==> config.mk <==
export PLATFORM = sky130hd
export DESIGN_NAME = sn76489_register_decoder_flat
export DESIGN_NICKNAME = d
export VERILOG_FILES = /design/src/rtl/sn76489_register_decoder_if.sv /design/src/rtl/sn76489_register_decoder.sv /design/src/flat_wrapper.sv
export SDC_FILE = /design/constraint.sdc
export NUM_CORES = 1
export LEC_CHECK = 0
export ABC_AREA = 1
export CORE_ASPECT_RATIO = 1.4
export CORE_MARGIN = 4
export CORE_UTILIZATION = 45
export CTS_BUF_LIST = sky130_fd_sc_hd__clkbuf_8
export DETAILED_ROUTE_END_ITERATION = 16
export MAX_ROUTING_LAYER = met4
export PLACE_DENSITY = 0.8
export SETUP_SLACK_MARGIN = 0.1
export SYNTH_ARGS = -nofsm -noshare
export SYNTH_HDL_FRONTEND = slang
export SYNTH_SLANG_ARGS = --single-unit
==> constraint.sdc <==
create_clock -name clk -period 2.75 [get_ports clk]
set_input_delay 0.4125 -clock clk [delete_from_list [all_inputs] [get_ports clk]]
set_output_delay 0.4125 -clock clk [all_outputs]
set_load 0.03 [all_outputs]
==> src/rtl/sn76489_register_decoder_if.sv <==
// Host write bus plus decoded control-register outputs of the SN76489 write port.
interface sn76489_register_decoder_if;
  logic [7:0]  data_in;
  logic        write_strobe;
  logic        ready;
  logic        overrun;
  logic [15:0] attn;
  logic [29:0] tone_freq;
  logic [2:0]  noise_ctrl;
  logic        reset_lfsr;

  modport master (
    output data_in, write_strobe,
    input  ready, overrun, attn, tone_freq, noise_ctrl, reset_lfsr
  );

  modport slave (
    input  data_in, write_strobe,
    output ready, overrun, attn, tone_freq, noise_ctrl, reset_lfsr
  );
endinterface

==> src/rtl/sn76489_register_decoder.sv <==
// SN76489 CPU write port: decodes latch/data bytes into attenuation, tone and
// noise registers, with a READY busy window and a sticky overrun flag.
module sn76489_register_decoder #(
  parameter int WRITE_BUSY_CYCLES = 32,
  parameter int BUSY_COUNTER_BITS = 6
) (
  input  logic                        clk,
  input  logic                        reset,
  sn76489_register_decoder_if.slave   bus
);

  localparam logic [BUSY_COUNTER_BITS-1:0] BUSY_LOAD = BUSY_COUNTER_BITS'(WRITE_BUSY_CYCLES);
  localparam logic [BUSY_COUNTER_BITS-1:0] BUSY_ONE  = BUSY_COUNTER_BITS'(1);
  localparam logic [BUSY_COUNTER_BITS-1:0] BUSY_ZERO = BUSY_COUNTER_BITS'(0);

  logic [15:0]                  attn_r, attn_s;
  logic [29:0]                  tone_r, tone_s;
  logic [2:0]                   noise_r, noise_s;
  logic [1:0]                   latch_ch_r, latch_ch_s;
  logic                         latch_type_r, latch_type_s;
  logic [BUSY_COUNTER_BITS-1:0] busy_r, busy_s;
  logic                         ready_r, ready_s;
  logic                         overrun_r, overrun_s;
  logic                         lfsr_r, lfsr_s;
  logic                         strobe_prev_r;
  logic                         accept_s;
  logic [1:0]                   ch_s;
  logic                         type_s;

  assign accept_s = bus.write_strobe & ready_r;

  // Target register: a latch byte names it, a data byte reuses the latched one.
  always_comb begin
    ch_s   = latch_ch_r;
    type_s = latch_type_r;
    if (bus.data_in[7]) begin
      ch_s   = bus.data_in[6:5];
      type_s = bus.data_in[4];
    end else begin
      ch_s   = latch_ch_r;
      type_s = latch_type_r;
    end
  end

  // Register-file update for an accepted byte.
  always_comb begin
    attn_s       = attn_r;
    tone_s       = tone_r;
    noise_s      = noise_r;
    latch_ch_s   = latch_ch_r;
    latch_type_s = latch_type_r;
    lfsr_s       = 1'b0;
    if (accept_s) begin
      if (bus.data_in[7]) begin
        latch_ch_s   = ch_s;
        latch_type_s = type_s;
      end else begin
        latch_ch_s   = latch_ch_r;
        latch_type_s = latch_type_r;
      end
      if (type_s) begin
        case (ch_s)
          2'd0:    attn_s[3:0]   = bus.data_in[3:0];
          2'd1:    attn_s[7:4]   = bus.data_in[3:0];
          2'd2:    attn_s[11:8]  = bus.data_in[3:0];
          2'd3:    attn_s[15:12] = bus.data_in[3:0];
          default: attn_s        = attn_r;
        endcase
      end else if (ch_s == 2'd3) begin
        noise_s = bus.data_in[2:0];
        lfsr_s  = 1'b1;
      end else begin
        // Latch bytes carry the low nibble of a period, data bytes the upper six bits.
        case (ch_s)
          2'd0: begin
            if (bus.data_in[7]) tone_s[3:0]   = bus.data_in[3:0];
            else                tone_s[9:4]   = bus.data_in[5:0];
          end
          2'd1: begin
            if (bus.data_in[7]) tone_s[13:10] = bus.data_in[3:0];
            else                tone_s[19:14] = bus.data_in[5:0];
          end
          2'd2: begin
            if (bus.data_in[7]) tone_s[23:20] = bus.data_in[3:0];
            else                tone_s[29:24] = bus.data_in[5:0];
          end
          default: tone_s = tone_r;
        endcase
      end
    end else begin
      lfsr_s = 1'b0;
    end
  end

  // Busy window and overrun; a strobe held since its own accept is not an overrun.
  always_comb begin
    busy_s    = busy_r;
    overrun_s = overrun_r;
    if (accept_s) begin
      busy_s = BUSY_LOAD;
    end else if (busy_r != BUSY_ZERO) begin
      busy_s = busy_r - BUSY_ONE;
    end else begin
      busy_s = busy_r;
    end
    if (bus.write_strobe && !ready_r && !strobe_prev_r) begin
      overrun_s = 1'b1;
    end else begin
      overrun_s = overrun_r;
    end
    ready_s = (busy_s == BUSY_ZERO);
  end

  // State registers with immediate asynchronous reset.
  always_ff @(posedge clk or posedge reset) begin
    if (reset) begin
      attn_r        <= 16'hFFFF;
      tone_r        <= 30'd0;
      noise_r       <= 3'd0;
      latch_ch_r    <= 2'd0;
      latch_type_r  <= 1'b0;
      busy_r        <= BUSY_ZERO;
      ready_r       <= 1'b1;
      overrun_r     <= 1'b0;
      lfsr_r        <= 1'b0;
      strobe_prev_r <= 1'b0;
    end else begin
      attn_r        <= attn_s;
      tone_r        <= tone_s;
      noise_r       <= noise_s;
      latch_ch_r    <= latch_ch_s;
      latch_type_r  <= latch_type_s;
      busy_r        <= busy_s;
      ready_r       <= ready_s;
      overrun_r     <= overrun_s;
      lfsr_r        <= lfsr_s;
      strobe_prev_r <= bus.write_strobe;
    end
  end

  assign bus.attn       = attn_r;
  assign bus.tone_freq  = tone_r;
  assign bus.noise_ctrl = noise_r;
  assign bus.ready      = ready_r;
  assign bus.overrun    = overrun_r;
  assign bus.reset_lfsr = lfsr_r;

endmodule

==> src/flat_wrapper.sv <==
// flat-port wrapper written by rule: the top's interface ports become plain ports
module sn76489_register_decoder_flat 
#(
  parameter int WRITE_BUSY_CYCLES = 32,
  parameter int BUSY_COUNTER_BITS = 6
)
  (clk, reset, bus_data_in, bus_write_strobe, bus_ready, bus_overrun, bus_attn, bus_tone_freq, bus_noise_ctrl, bus_reset_lfsr);
  sn76489_register_decoder_if bus_i ();
  input  logic clk;
  input  logic reset;
  input wire logic [$bits(bus_i.data_in)-1:0] bus_data_in;
  input wire logic [$bits(bus_i.write_strobe)-1:0] bus_write_strobe;
  output wire logic [$bits(bus_i.ready)-1:0] bus_ready;
  output wire logic [$bits(bus_i.overrun)-1:0] bus_overrun;
  output wire logic [$bits(bus_i.attn)-1:0] bus_attn;
  output wire logic [$bits(bus_i.tone_freq)-1:0] bus_tone_freq;
  output wire logic [$bits(bus_i.noise_ctrl)-1:0] bus_noise_ctrl;
  output wire logic [$bits(bus_i.reset_lfsr)-1:0] bus_reset_lfsr;
  assign bus_i.data_in = bus_data_in;
  assign bus_i.write_strobe = bus_write_strobe;
  assign bus_ready = bus_i.ready;
  assign bus_overrun = bus_i.overrun;
  assign bus_attn = bus_i.attn;
  assign bus_tone_freq = bus_i.tone_freq;
  assign bus_noise_ctrl = bus_i.noise_ctrl;
  assign bus_reset_lfsr = bus_i.reset_lfsr;
  sn76489_register_decoder #(.WRITE_BUSY_CYCLES(WRITE_BUSY_CYCLES), .BUSY_COUNTER_BITS(BUSY_COUNTER_BITS)) u_core (.clk(clk), .reset(reset), .bus(bus_i));
endmodule
==> run_results.csv <==
group,metric,value,unit
yosys,syn-cell-area,2560,µm²
placed_design,io_buffers,62,
placed_design,finalWeightedCongestion,0.951,
final_layout,num-fill-cells,483,
sta,grt_setup_unrepaired,"no",
global_routing,top_usage_layer,"met2",
clock_tree,holdBufCountCts,0,
global_routing,grt_remaining_overflow,0,
yosys,syn-num-nets,272,
critical_path,crit_arrival,2.20,ns
clock_tree,cts_tree,"done",
critical_path,required,2.96,ns
sta,whs,0.474,ns
critical_path,rrSetupSlack,1.07,ns
critical_path,path_class,"primary input to register",
global_routing,grtUsageMet2,29.7,%
critical_path,cpPeakStageDelay,0.71,ns
global_routing,antenna_found_initial,0,
floorplan,num_rows,32,
sta,hold_viol_final,0,
sta,max_slew_margin,56.4,%
final_layout,final_common_cell,"nand2_1",
sta,post-route-period-util,72.5,%
sta,setup_viol,0,
floorplan,core_area,5530,µm²
critical_path,rr_endpoint,"u_core.bus.tone_freq[16]",
worst_hold_path,hp-class,"register to register",
yosys,postSynthCellCount,259,
clock_tree,numCtsBuffers,9,
yosys,synth-seq-cells,62,
final_layout,multi_input_comb_area,853,µm²
route,firstDrtPassIters,4,
route,wl,5.67,mm
clock_tree,clk_pin_slew_worst_paths,0.07,ns
route,drc,0,
power_and_ir_drop,vdd_ir_drop_max,0.463,mV
route,num_vias,1944,
global_routing,grt_pass1_wl,9.75,mm
global_routing,grt_max_degree,33,
clock_tree,cts-resized-gates,0,
route,drt_iter0_drc,164,
final_layout,fin_nets,339,
yosys,synth_ff_type,"dfrtp_1",
final_layout,drive_gt1_share,17.2,%
floorplan,die-area,6980,µm²
yosys,synth.avg_cell_area,9.89,µm²
yosys,ys_types,27,
placed_design,hpwl,4.08,mm
critical_path,path_common_cell,"nand2_1",
yosys,synth_edf_count,0,
route,antenna_left,0,
power_and_ir_drop,leakagePower,1.50,nW
floorplan,initial_core_util,46.4,%
final_layout,layout_common_cells,"72 x nand2_1, 62 x clkdlybuf4s50_1, 45 x dfrtp_1",
final_layout,seq_area,1570,µm²
run,drv_cap,0,
clock_tree,htreeDepth,3,
clock_tree,cts_sinks,62,
global_routing,grt_pass1_vias,1998,
sta,min_period,1.99,ns
critical_path,cp_max_fo,12,
critical_path,cp-start-kind,"primary input",
floorplan,die_width,71.8,µm
final_layout,antenna_cells,0,
critical_path,critPathCaptureType,"register",
global_routing,grtUsageMet1,22.5,%
route,vias_per_cell,4.87,
critical_path,critPathCapture,"u_core.bus.tone_freq[25]",
global_routing,track_usage,18.2,%
critical_path,rr_worst_depth,5,
outcome,status,"complete, no violations",
yosys,async_flop_share,100,%
sta,worstMarginPinSlew,0.653,ns
global_routing,grt.met3_usage,4.14,%
yosys,ys_seq_area_share,61.4,%
sta,drv_slew,0,
sta,max_freq,0.502,GHz
critical_path,crit_path_start,"bus_data_in[7]",
clock_tree,clk_latency,0.33,ns
route,wl_per_cell,14.2,µm
sta,setup_tns,0,ns
sta,fin_skew,0.00998,ns
floorplan,ioPinCount,63,
clock_tree,cts_root_buf,"clkbuf_8",
critical_path,timing.rr.start,"u_core.bus.ready",
clock_tree,cts_setup_buffers,0,
clock_tree,clk_path_buf_depth,2,
yosys,yosys_warnings,0,
critical_path,worstPathCellList,"clkdlybuf4s50_1 > nand2_1 > o21ai_4 > inv_2 > nor2_2 > nand2_1 > nand2_1 > o21ai_2",
critical_path,cp_slowest_cell,"clkdlybuf4s50_1",
floorplan,dieHeight,97.3,µm
power_and_ir_drop,p_per_area,825,nW/µm²
final_layout,syn_to_final_growth,34.5,%
==> area by class of cell <==
class | instances | area share [%]
clock buffers | 11 | 4.39
well taps | 68 | 2.47
inverters | 23 | 2.50
multi-input cells | 167 | 24.8
flip-flops and latches | 62 | 45.6
clock inverters | 5 | 1.67
repair buffers | 63 | 18.6
==> critical path: cells and delay by family <==
family | cells | cell delay (ns)
buf+inv | 2 | 0.80
simple gates | 4 | 0.79
compound gates | 2 | 0.20
==> sequential cells by signal, indices dropped and copies added (netlist names) <==
register	flops
u_core.latch_ch_r	2
u_core.strobe_prev_r	1
u_core.bus.reset_lfsr	1
u_core.bus.attn	16
u_core.bus.noise_ctrl	3
u_core.latch_type_r	1
u_core.busy_r	6
u_core.bus.ready	1
u_core.bus.tone_freq	30
u_core.bus.overrun	1
==> per-layer routing <==
layer,wire length [µm],vias to the layer above
met5,0,-
met4,12,0
met3,309,2
met2,3000,59
met1,2340,911
li1,-,972
==> power by group <==
group,leakage [nW],internal (W),total [W],switching [W]
combinational,0.629,0.000320,0.000842,0.000522
clock,0.0976,0.000466,0.000809,0.000343
sequential,0.773,0.00109,0.00119,0.0000982
total,1.50,0.00188,0.00284,0.000963
==> synth_stat cells (3+ instances only) <==
cell,n,area [µm²]
nand2_1,72,270
dfrtp_1,45,1130
o21ai_0,39,195
inv_1,21,78.8
dfstp_2,17,447
nand3_1,11,55.1
nor2_1,8,30.0
o21ai_2,7,61.3
o21ai_1,6,30.0
nand3_2,4,40.0
buf_6,3,33.8
clkbuf_1,3,11.3
nand4_1,3,18.8
nor2_2,3,18.8
==> kinds of logic (layout without fill, tap and decap cells) <==
family | Yosys count | in the layout | share of synthesized area (%)
XOR/XNOR | 1 | 1 | 0.342
buffers and inverters | 30 | 102 | 5.32
flip-flops | 62 | 62 | 61.4
AO/OA/AOI/OAI | 57 | 57 | 13.2
adder cells (fa/ha/maj) | 2 | 2 | 0.976
AND/OR/NAND/NOR | 107 | 107 | 18.8
==> through the flow <==
stage,power (W),instance area (µm²),setup WS [ns],instances,utilization [%]
4_1_cts,0.00287,3450,0.772,399,62.4
5_1_grt,0.00302,3450,0.618,399,62.4
2_1_floorplan,0.00176,2560,0.824,259,-
6_report,0.00284,3450,0.756,399,62.4
3_3_place_gp,0.00202,3240,0.532,383,58.6
3_5_place_dp,0.00205,3240,0.415,383,58.6
==> how the worst min path moves through the flow <==
stage,from,to,slack [ns],cells after the start
6_report,u_core.bus.overrun,u_core.bus.overrun,0.47,1
5_1_grt,u_core.bus.overrun,u_core.bus.overrun,0.51,1
4_1_cts,u_core.bus.overrun,u_core.bus.overrun,0.48,1
3_5_place_dp,u_core.bus.overrun,u_core.bus.overrun,0.47,1
3_3_place_gp,u_core.bus.overrun,u_core.bus.overrun,0.45,1
2_1_floorplan,bus_write_strobe,u_core.strobe_prev_r,0.44,0
Power figures use the tool's default switching activity.
